`config.mk`:
```
export PLATFORM = sky130hd
export DESIGN_NAME = cla_subtractor_16bit_pipe
export DESIGN_NICKNAME = d
export VERILOG_FILES = /design/src/rtl/cla_subtractor_16bit_pipe.sv
export SDC_FILE = /design/constraint.sdc
export NUM_CORES = 1
export LEC_CHECK = 0
export CORE_MARGIN = 1.5
export CORE_UTILIZATION = 52
export DETAILED_ROUTE_END_ITERATION = 6
export PLACE_DENSITY = 0.87
export SYNTH_ARGS = -nofsm -noshare
export SYNTH_HDL_FRONTEND = slang
export SYNTH_SLANG_ARGS = --single-unit
```
`constraint.sdc`:
```
create_clock -name clk -period 6.85 [get_ports clk]
set_clock_uncertainty 0.15 [all_clocks]
set_input_delay 2.055 -clock clk [delete_from_list [all_inputs] [get_ports clk]]
set_output_delay 2.055 -clock clk [all_outputs]
set_load 0.01 [all_outputs]
```
`src/rtl/cla_subtractor_16bit_pipe.sv`:
```
// Two-stage pipelined 16-bit CLA subtractor: diff = a - b - bin, valid/ready on both sides.
// Optional zero/slt flag outputs enabled by defining CLA_SUB_FLAGS_EN.
module cla_subtractor_16bit_pipe #(
    parameter int WIDTH = 16,
    parameter int SPLIT = 8
) (
    input  logic             clk,
    input  logic             rst,
    input  logic             in_valid,
    output logic             in_ready,
    input  logic [WIDTH-1:0] a,
    input  logic [WIDTH-1:0] b,
    input  logic             bin,
    output logic             out_valid,
    input  logic             out_ready,
    output logic [WIDTH-1:0] diff,
    output logic             bout,
    output logic             ovf
`ifdef CLA_SUB_FLAGS_EN
    ,
    output logic             zero,
    output logic             slt
`endif
);

    localparam int HW  = WIDTH - SPLIT;
    localparam int NLO = SPLIT / 4;
    localparam int NHI = HW / 4;

    generate
        if (WIDTH != 16) begin : g_bad_width
            $error("cla_subtractor_16bit_pipe: WIDTH must be 16");
        end
        if ((SPLIT % 4) != 0 || SPLIT < 4 || SPLIT > 12) begin : g_bad_split
            $error("cla_subtractor_16bit_pipe: SPLIT must be 4, 8 or 12");
        end
    endgenerate

    // 4-bit lookahead group: returns {carry_out, sum[3:0]}
    function automatic logic [4:0] cla4(
        input logic [3:0] p,
        input logic [3:0] g,
        input logic       c0
    );
        logic [4:0] c;
        c[0] = c0;
        c[1] = g[0] | (p[0] & c0);
        c[2] = g[1] | (p[1] & g[0]) | (p[1] & p[0] & c0);
        c[3] = g[2] | (p[2] & g[1]) | (p[2] & p[1] & g[0])
             | (p[2] & p[1] & p[0] & c0);
        c[4] = g[3] | (p[3] & g[2]) | (p[3] & p[2] & g[1])
             | (p[3] & p[2] & p[1] & g[0]) | ((&p) & c0);
        return {c[4], p ^ c[3:0]};
    endfunction

    logic             s1_valid;
    logic [SPLIT-1:0] s1_lo;
    logic             s1_c;
    logic [HW-1:0]    s1_a_hi;
    logic [HW-1:0]    s1_nb_hi;
    logic             s1_a15;
    logic             s1_b15;
    logic             s2_valid;

    logic in_fire;
    logic s2_load;

    assign s2_load   = s1_valid && (!s2_valid || out_ready);
    assign in_ready  = !s1_valid || s2_load;
    assign in_fire   = in_valid && in_ready;
    assign out_valid = s2_valid;

    logic [SPLIT-1:0] lo_p;
    logic [SPLIT-1:0] lo_g;
    logic [SPLIT-1:0] lo_sum;
    logic [NLO:0]     lo_c;

    // Subtraction as a + ~b + ~bin over the low groups
    always_comb begin
        lo_p    = a[SPLIT-1:0] ^ ~b[SPLIT-1:0];
        lo_g    = a[SPLIT-1:0] & ~b[SPLIT-1:0];
        lo_c    = '0;
        lo_sum  = '0;
        lo_c[0] = ~bin;
        for (int i = 0; i < NLO; i++) begin
            {lo_c[i+1], lo_sum[4*i +: 4]} =
                cla4(lo_p[4*i +: 4], lo_g[4*i +: 4], lo_c[i]);
        end
    end

    logic [HW-1:0]    hi_p;
    logic [HW-1:0]    hi_g;
    logic [HW-1:0]    hi_sum;
    logic [NHI:0]     hi_c;
    logic [WIDTH-1:0] d_n;
    logic             bout_n;
    logic             ovf_n;

    always_comb begin
        hi_p    = s1_a_hi ^ s1_nb_hi;
        hi_g    = s1_a_hi & s1_nb_hi;
        hi_c    = '0;
        hi_sum  = '0;
        hi_c[0] = s1_c;
        for (int i = 0; i < NHI; i++) begin
            {hi_c[i+1], hi_sum[4*i +: 4]} =
                cla4(hi_p[4*i +: 4], hi_g[4*i +: 4], hi_c[i]);
        end
        d_n    = {hi_sum, s1_lo};
        bout_n = ~hi_c[NHI];
        ovf_n  = (s1_a15 != s1_b15) && (d_n[WIDTH-1] != s1_a15);
    end

    always_ff @(posedge clk) begin
        if (rst) begin
            s1_valid <= 1'b0;
            s1_lo    <= '0;
            s1_c     <= 1'b0;
            s1_a_hi  <= '0;
            s1_nb_hi <= '0;
            s1_a15   <= 1'b0;
            s1_b15   <= 1'b0;
        end else if (in_fire) begin
            s1_valid <= 1'b1;
            s1_lo    <= lo_sum;
            s1_c     <= lo_c[NLO];
            s1_a_hi  <= a[WIDTH-1:SPLIT];
            s1_nb_hi <= ~b[WIDTH-1:SPLIT];
            s1_a15   <= a[WIDTH-1];
            s1_b15   <= b[WIDTH-1];
        end else if (s2_load) begin
            s1_valid <= 1'b0;
        end
    end

    // Result registers only change on a load, so they hold while stalled
    always_ff @(posedge clk) begin
        if (rst) begin
            s2_valid <= 1'b0;
            diff     <= '0;
            bout     <= 1'b0;
            ovf      <= 1'b0;
        end else if (s2_load) begin
            s2_valid <= 1'b1;
            diff     <= d_n;
            bout     <= bout_n;
            ovf      <= ovf_n;
        end else if (out_ready) begin
            s2_valid <= 1'b0;
        end
    end

`ifdef CLA_SUB_FLAGS_EN
    always_ff @(posedge clk) begin
        if (rst) begin
            zero <= 1'b0;
            slt  <= 1'b0;
        end else if (s2_load) begin
            zero <= (d_n == '0);
            slt  <= d_n[WIDTH-1] ^ ovf_n;
        end
    end
`endif

endmodule

```
After elaboration in Yosys (flattened, before gate mapping)
Cells that the tools add are included.
W data, S select, Z words.
Operators by class
  equal/unequal tests: 2
  mux-type cells: 4
  bitwise operators: 112
  reduce and logical (&&, ||, !) cells: 13
Operator list (number)
  $and A1 B1 Y1: 60
  $or A1 B1 Y1: 40
  $and A8 B8 Y8: 2
  $not A8 Y8: 2
  $reduce_and A4 Y1: 4
  $xor A4 B4 Y4: 4
  $xor A8 B8 Y8: 2
  $mux W1: 4
  $reduce_bool A2 Y1: 2
  $logic_and A1 B1 Y1: 3
  $logic_not A1 Y1: 2
  $logic_or A1 B1 Y1: 2
  $ne A1 B1 Y1: 2
  $not A1 Y1: 2
Storage, ports and cells
  register bits after elaboration: 47
  input bits: 37
  output and inout port bits: 20

Logic depth before layout (Yosys ltp)
Gate-level depths: netlist of the first run.
  depth in word-level cells: 11
  depth in mapped cells: 11

Least setup slack after synthesis of the first run
No wires, ideal clock.
  kind: input to output
  start point: in out_ready
  end point: out in_ready
  arrival: 2.407 ns
  required time: 4.645 ns
  slack: 2.238 ns
  stages on the path: 2
  buffers on the path: 0
  path through: nor2b_1 nand2_1
On the way
  longest elaborated chain between the ends: 3
Ends and longest elaborated chain
  start: declaration: line 15  | input logic out_ready,
  $logic_or A1 B1 Y1: line 68  | assign s2_load = s1_valid && (!s2_valid || out_ready);
  $logic_and A1 B1 Y1: line 68
  $logic_or A1 B1 Y1: line 69  | assign in_ready = !s1_valid || s2_load;
  end: declaration: line 10  | output logic in_ready,
No other way between the ends.

Worst setup path in the final report of the first run
Ends and elaborated chain as after synthesis.

==> flow_summary.toml, run 1 <==
[grt]
grt_max_degree = 49
antenna_found_initial = 0
grt_pass1_wl_mm = 7.96
grt_pass1_vias = 1928
grt_overflow = 0
grt.total_usage = 0.224

[power]
ir_drop_mv = 0.119
combinationalPowerShare = 0.201
pwr-share-clk = 0.318
p_seq_frac = 0.480
p_switching_uw = 159
netSwitchingFraction = 0.258
power.internal_uw = 456
p_leak_uw = 0.00119
power_density_mw_per_mm2 = 208

[critical_path]
worstPathRequired_ns = 4.64
path_class = "primary input to primary output"
r2r_setup_slack_ns = 4.46
critPathBufInv = 2
crit_slowest_cell = "clkdlybuf4s50_1"
slowest_delay_ns = 0.49
start_kind = "primary input"
crit_arrival_ns = 3.35
path_delay_family = "buffers and inverters"
path_cells = "clkdlybuf4s50_1 > nor2b_1 > nand2_1 > clkdlybuf4s50_1"
critPathMostFrequentCell = "clkdlybuf4s50_1"
worstPathMaxFanout = 5
end_kind = "primary output"

[route]
drt_first_iter_violations = 145
drc = 0
top_layer_used = "met4"
wl_met3_um = 192
drt_first_pass_iters = 4
totalWireLength_mm = 4.74
wl_met1_mm = 2.07
viasPerCell = 5.29
wl_per_cell_um = 12.5
ant_nets = 0
met2WireLength_mm = 2.39
num_vias = 2001

[timing]
tightest_slew_ns = 0.703
final_hold_viol_count = 0
fmax_mhz = 180
setup_viol = 0
relSlewSlack = 0.530
fin_crit_sh = 0.810
rsz0062_at_grt = "false"
fin_setup_tns_ns = 0
drv_slew = 0
post-route-min-period_ns = 5.55

[yosys]
synth-edff-count = 0
syn_area_per_cell_um2 = 8.23
synthDistinctLibCells = 31
synth_top_area_share = 0.408
yosysMostFrequentCell = "nand2_1"
synth_common_cells = "58 x nand2_1, 46 x dfxtp_1, 34 x a21oi_1"
synth_fp_nets = 331
syn_inst = 274
ys_warn_count = 0
synth_ff_type = "dfxtp_1"
ys_seq_area_frac = 0.408
synth_area_mm2 = 0.00226
yosys.area.top_type = "dfxtp_1"
synth_seq_cells = 46
ys_async_sr_fraction = 0
ys_top_cells_by_area = "dfxtp_1 41%, nand2_1 9.7%, ha_1 8.9%"

[placement]
place_hpwl_mm = 3.44
place_congestion = 0.802
numPortBuffers = 56

[clock_tree]
clock_latency_ns = 0.30
post_cts.repair.setup_buffers = 0
cts_tree = "built"
cts_buffer_depth = 2
cts_max_level = 2
clkTransAtPathRegs_ns = 0.08
cts_sinks = 46
cts-buffers-inserted = 5
clockRootBuffer = "clkbuf_8"
ctsHoldBuffers = 0
ctsResizeCount = 0

[finish]
drive_above_1_share = 0.0427
final_core_util = 0.725
area_growth_pct = 31.3
n_antenna_cell = 0
fin_nets = 384
nFillCells = 316

[die]
core-area_mm2 = 0.00409
fp-row-count = 23
chipHeight_um = 68.9
initial_utilization = 0.552
dieWidth_um = 68.9
die-area_mm2 = 0.00474
io_pins = 57

[job]
cap_violations = 0

[worst_hold_path]
min_path_type = "flip-flop to flip-flop"

[outcome]
status = "completed"
==> layout make-up <==
class,instances,area (um2),share of cell area
inverters,17,63.8,0.0215
repair buffers,59,583,0.197
clock inverters,3,40.0,0.0135
well taps,50,62.6,0.0211
flip-flops and latches,46,921,0.311
multi-input cells,198,1220,0.413
clock buffers,5,68.8,0.0232
==> final timing paths <==
check | startpoint | end | cells after the start
setup / recovery | out_ready | in_ready | 4
hold / removal | s1_lo[2]$_SDFFE_PP0P_ | s1_lo[2]$_SDFFE_PP0P_ | 2
setup reg to reg | s1_a_hi[0]$_SDFFE_PP0P_ | ovf$_SDFFE_PP0P_ | 7
hold reg to reg | s1_lo[2]$_SDFFE_PP0P_ | s1_lo[2]$_SDFFE_PP0P_ | 2
==> metrics by stage <==
stage,std cells,cell area (um2),setup slack (ns),hold WS [ns],power [uW]
6_report,378,2960,1.30,0.308,615
5_1_grt,378,2960,1.19,0.326,646
4_1_cts,378,2960,1.28,0.310,618
3_5_place_dp,370,2850,1.28,0.297,425
3_3_place_gp,370,2850,1.37,0.286,419
2_1_floorplan,274,2260,2.24,0.277,374
==> power groups by stage <==
stage                     clock, uW  sequential (uW)  combinational [uW]
after floorplan                   0              302                72.2
after global placement            0              301                 118
after detailed placement          0              302                 123
after CTS                       199              295                 124
after global routing            209              298                 139
final                           196              295                 124
==> cell families (layout without fill, tap and decap cells) <==
group	Yosys count	in the layout	share of synthesized area
fa+ha+maj	20	20	0.124
simple gates	105	105	0.205
xor+xnor	7	7	0.0272
compound gates	66	66	0.185
flops	46	46	0.408
buf+inv	30	84	0.0499
==> metal layers <==
metal,track usage,vias up
li1,-,1033
met1,0.258,910
met2,0.411,50
met3,0.0341,8
met4,0.0882,0
met5,0,-
==> cell usage in the layout (no fill, tap or decap), types with 2 or more instances in the layout <==
cell type        netlist  routed
o21ai_0                3       3
buf_4                  0       3
or3_1                  2       2
clkbuf_8               0       5
xnor2_1                6       6
a21o_1                 4       4
nor3b_1                3       3
nand3_1                3       3
fa_1                   4       4
a311oi_1               2       2
a21oi_1               34      34
nor2b_1                3       3
nor2_1                26      26
clkdlybuf4s50_1        0      56
nand3b_1               3       3
nand2b_1               2       2
inv_1                 17      17
nand2_1               58      58
dfxtp_1               46      46
clkinv_2               0       2
ha_1                  16      16
a211oi_1              17      17
==> sequential cells by signal, summed over array words and instances, names as in the netlist <==
signal,count
diff,16
bout,1
s1_c,1
out_valid,1
s1_lo,8
s1_a_hi,8
ovf,1
s1_b15,1
s1_valid,1
s1_nb_hi,8
==> worst reg2reg max path, cell delays in order (launching register included) <==
cell	delay, ns
dfxtp_1	0.34
ha_1	0.32
a211oi_1	0.32
o31a_1	0.31
o21ai_0	0.11
nor3b_1	0.17
or3b_1	0.37
a311oi_2	0.22
Note: power is estimated with default switching activity, not from simulation.
==> inputs of run 2 (changes only) <==
CORE_UTILIZATION = 49   (was 52)
PLACE_DENSITY = 0.83   (was 0.87)
clock period = 5.2 ns   (was 6.85 ns; I/O delays follow)
==> flow_summary.toml, run 2 (same netlist as run 1, synthesis figures left out) <==
[finish]
fin_nets = 384
n_antenna_cell = 0
mostFrequentLayoutCell = "nand2_1"
final_cell_mix = "58 x nand2_1, 56 x clkdlybuf4s50_1, 46 x dfxtp_1, 34 x a21oi_1, 26 x nor2_1"
top_register = "diff"
area_growth_pct = 30.6
final_core_util = 0.672
nFillCells = 383
drive_above_1_share = 0.0396
largest_register_ffs = 16

[die]
io_pins = 57
core-area_mm2 = 0.00438
chipHeight_um = 70.9
initial_utilization = 0.515
die-area_mm2 = 0.00502
dieWidth_um = 70.9
fp-row-count = 24

[critical_path]
path_class = "primary input to primary output"
worstPathMaxFanout = 5
worstPathRequired_ns = 3.49
slowest_delay_ns = 0.50
end_kind = "primary output"
crit_slowest_cell = "clkdlybuf4s50_1"
critPathMostFrequentCell = "clkdlybuf4s50_1"
start_kind = "primary input"
path_cells = "clkdlybuf4s50_1 > nor2b_1 > nand2_1 > clkdlybuf4s50_1"
crit_arrival_ns = 2.86

[route]
drt_first_pass_iters = 4
top_layer_used = "met4"
met2WireLength_mm = 2.23
wl_met3_um = 209
wl_per_cell_um = 12.0
wl_met1_mm = 2.03
drt_first_iter_violations = 104
totalWireLength_mm = 4.54
drc = 0
viasPerCell = 5.13
ant_nets = 0
num_vias = 1951

[clock_tree]
post_cts.repair.setup_buffers = 0
clkTransAtPathRegs_ns = 0.08
cts_sinks = 46
cts-buffers-inserted = 5
ctsResizeCount = 0
cts_max_level = 2
clock_latency_ns = 0.29
ctsHoldBuffers = 0
cts_buffer_depth = 2
clockRootBuffer = "clkbuf_8"
cts_tree = "built"

[placement]
place_hpwl_mm = 3.31
numPortBuffers = 56
place_congestion = 0.795

[worst_hold_path]
min_path_type = "flip-flop to flip-flop"

[timing]
holdWs_ns = 0.302
final_hold_viol_count = 0
fin_crit_sh = 0.878
tightest_slew_ns = 0.878
drv_slew = 0
fmax_mhz = 219
relSlewSlack = 0.413
post-route-min-period_ns = 4.57
setup_viol = 0
rsz0062_at_grt = "false"
fin_setup_tns_ns = 0

[grt]
grt_pass1_wl_mm = 7.82
grt.total_usage = 0.194
antenna_found_initial = 0
grt_max_degree = 33
grt_overflow = 0
grt_pass1_vias = 1822

[power]
ir_drop_mv = 0.128
p_leak_uw = 0.00118
power_density_mw_per_mm2 = 262

[outcome]
status = "completed"

[job]
cap_violations = 0
## run 2: changes by cell type in the layout (fill, tap and decap cells not counted), sizes merged
cell,before,now
clkinv,2,1
bufinv,1,0
clkbuf,5,7
## run 2: area by class of cell
cell class                 count  area [um2]  share of cell area
clock buffer                   7        86.3              0.0293
clock inverter                 1        5.00             0.00170
inverter                      17        63.8              0.0217
multi-input combinational    198        1220               0.415
sequential                    46         921               0.313
tap                           52        65.1              0.0221
timing repair buffer          59         583               0.198
## run 2: through the flow
step | instance area, um2 | std cells | power [uW] | setup WS (ns)
after global routing | 2950 | 380 | 815 | 0.553
after floorplan | 2260 | 274 | 493 | 1.58
after CTS | 2950 | 380 | 779 | 0.631
after global placement | 2860 | 372 | 553 | 0.703
after detailed placement | 2860 | 372 | 558 | 0.634
final | 2950 | 380 | 771 | 0.632
## run 2: final timing paths
path | start | endpoint | slack, ns | cells past startpoint
worst min-delay path | s1_lo[6]$_SDFFE_PP0P_ | diff[6]$_SDFFE_PP0P_ | 0.30 | 2
worst min register to register | s1_lo[6]$_SDFFE_PP0P_ | diff[6]$_SDFFE_PP0P_ | 0.30 | 2
worst max-delay path | out_ready | in_ready | 0.63 | 4
worst max register to register | s1_a_hi[0]$_SDFFE_PP0P_ | ovf$_SDFFE_PP0P_ | 2.81 | 7
## run 2: worst max-delay path: cells and delay by family
kind | cells | cell delay, ns
buf+inv | 2 | 0.90
simple gates | 2 | 0.40
## run 2: metal layers
layer,vias up,track usage
met4,0,0.0629
met2,46,0.346
met3,6,0.0484
met5,-,0
li1,1030,-
met1,869,0.226
## run 2: power by group
part / internal (uW) / switching, uW
registers: 375 / 13.2
clock network: 107 / 113
logic: 84.3 / 77.4
==> inputs of run 3 (changes only) <==
TNS_END_PERCENT = 30   (was unset)
==> results of run 3 <==
Same layout as run 2: the final DEF is identical, and so are final timing and power.
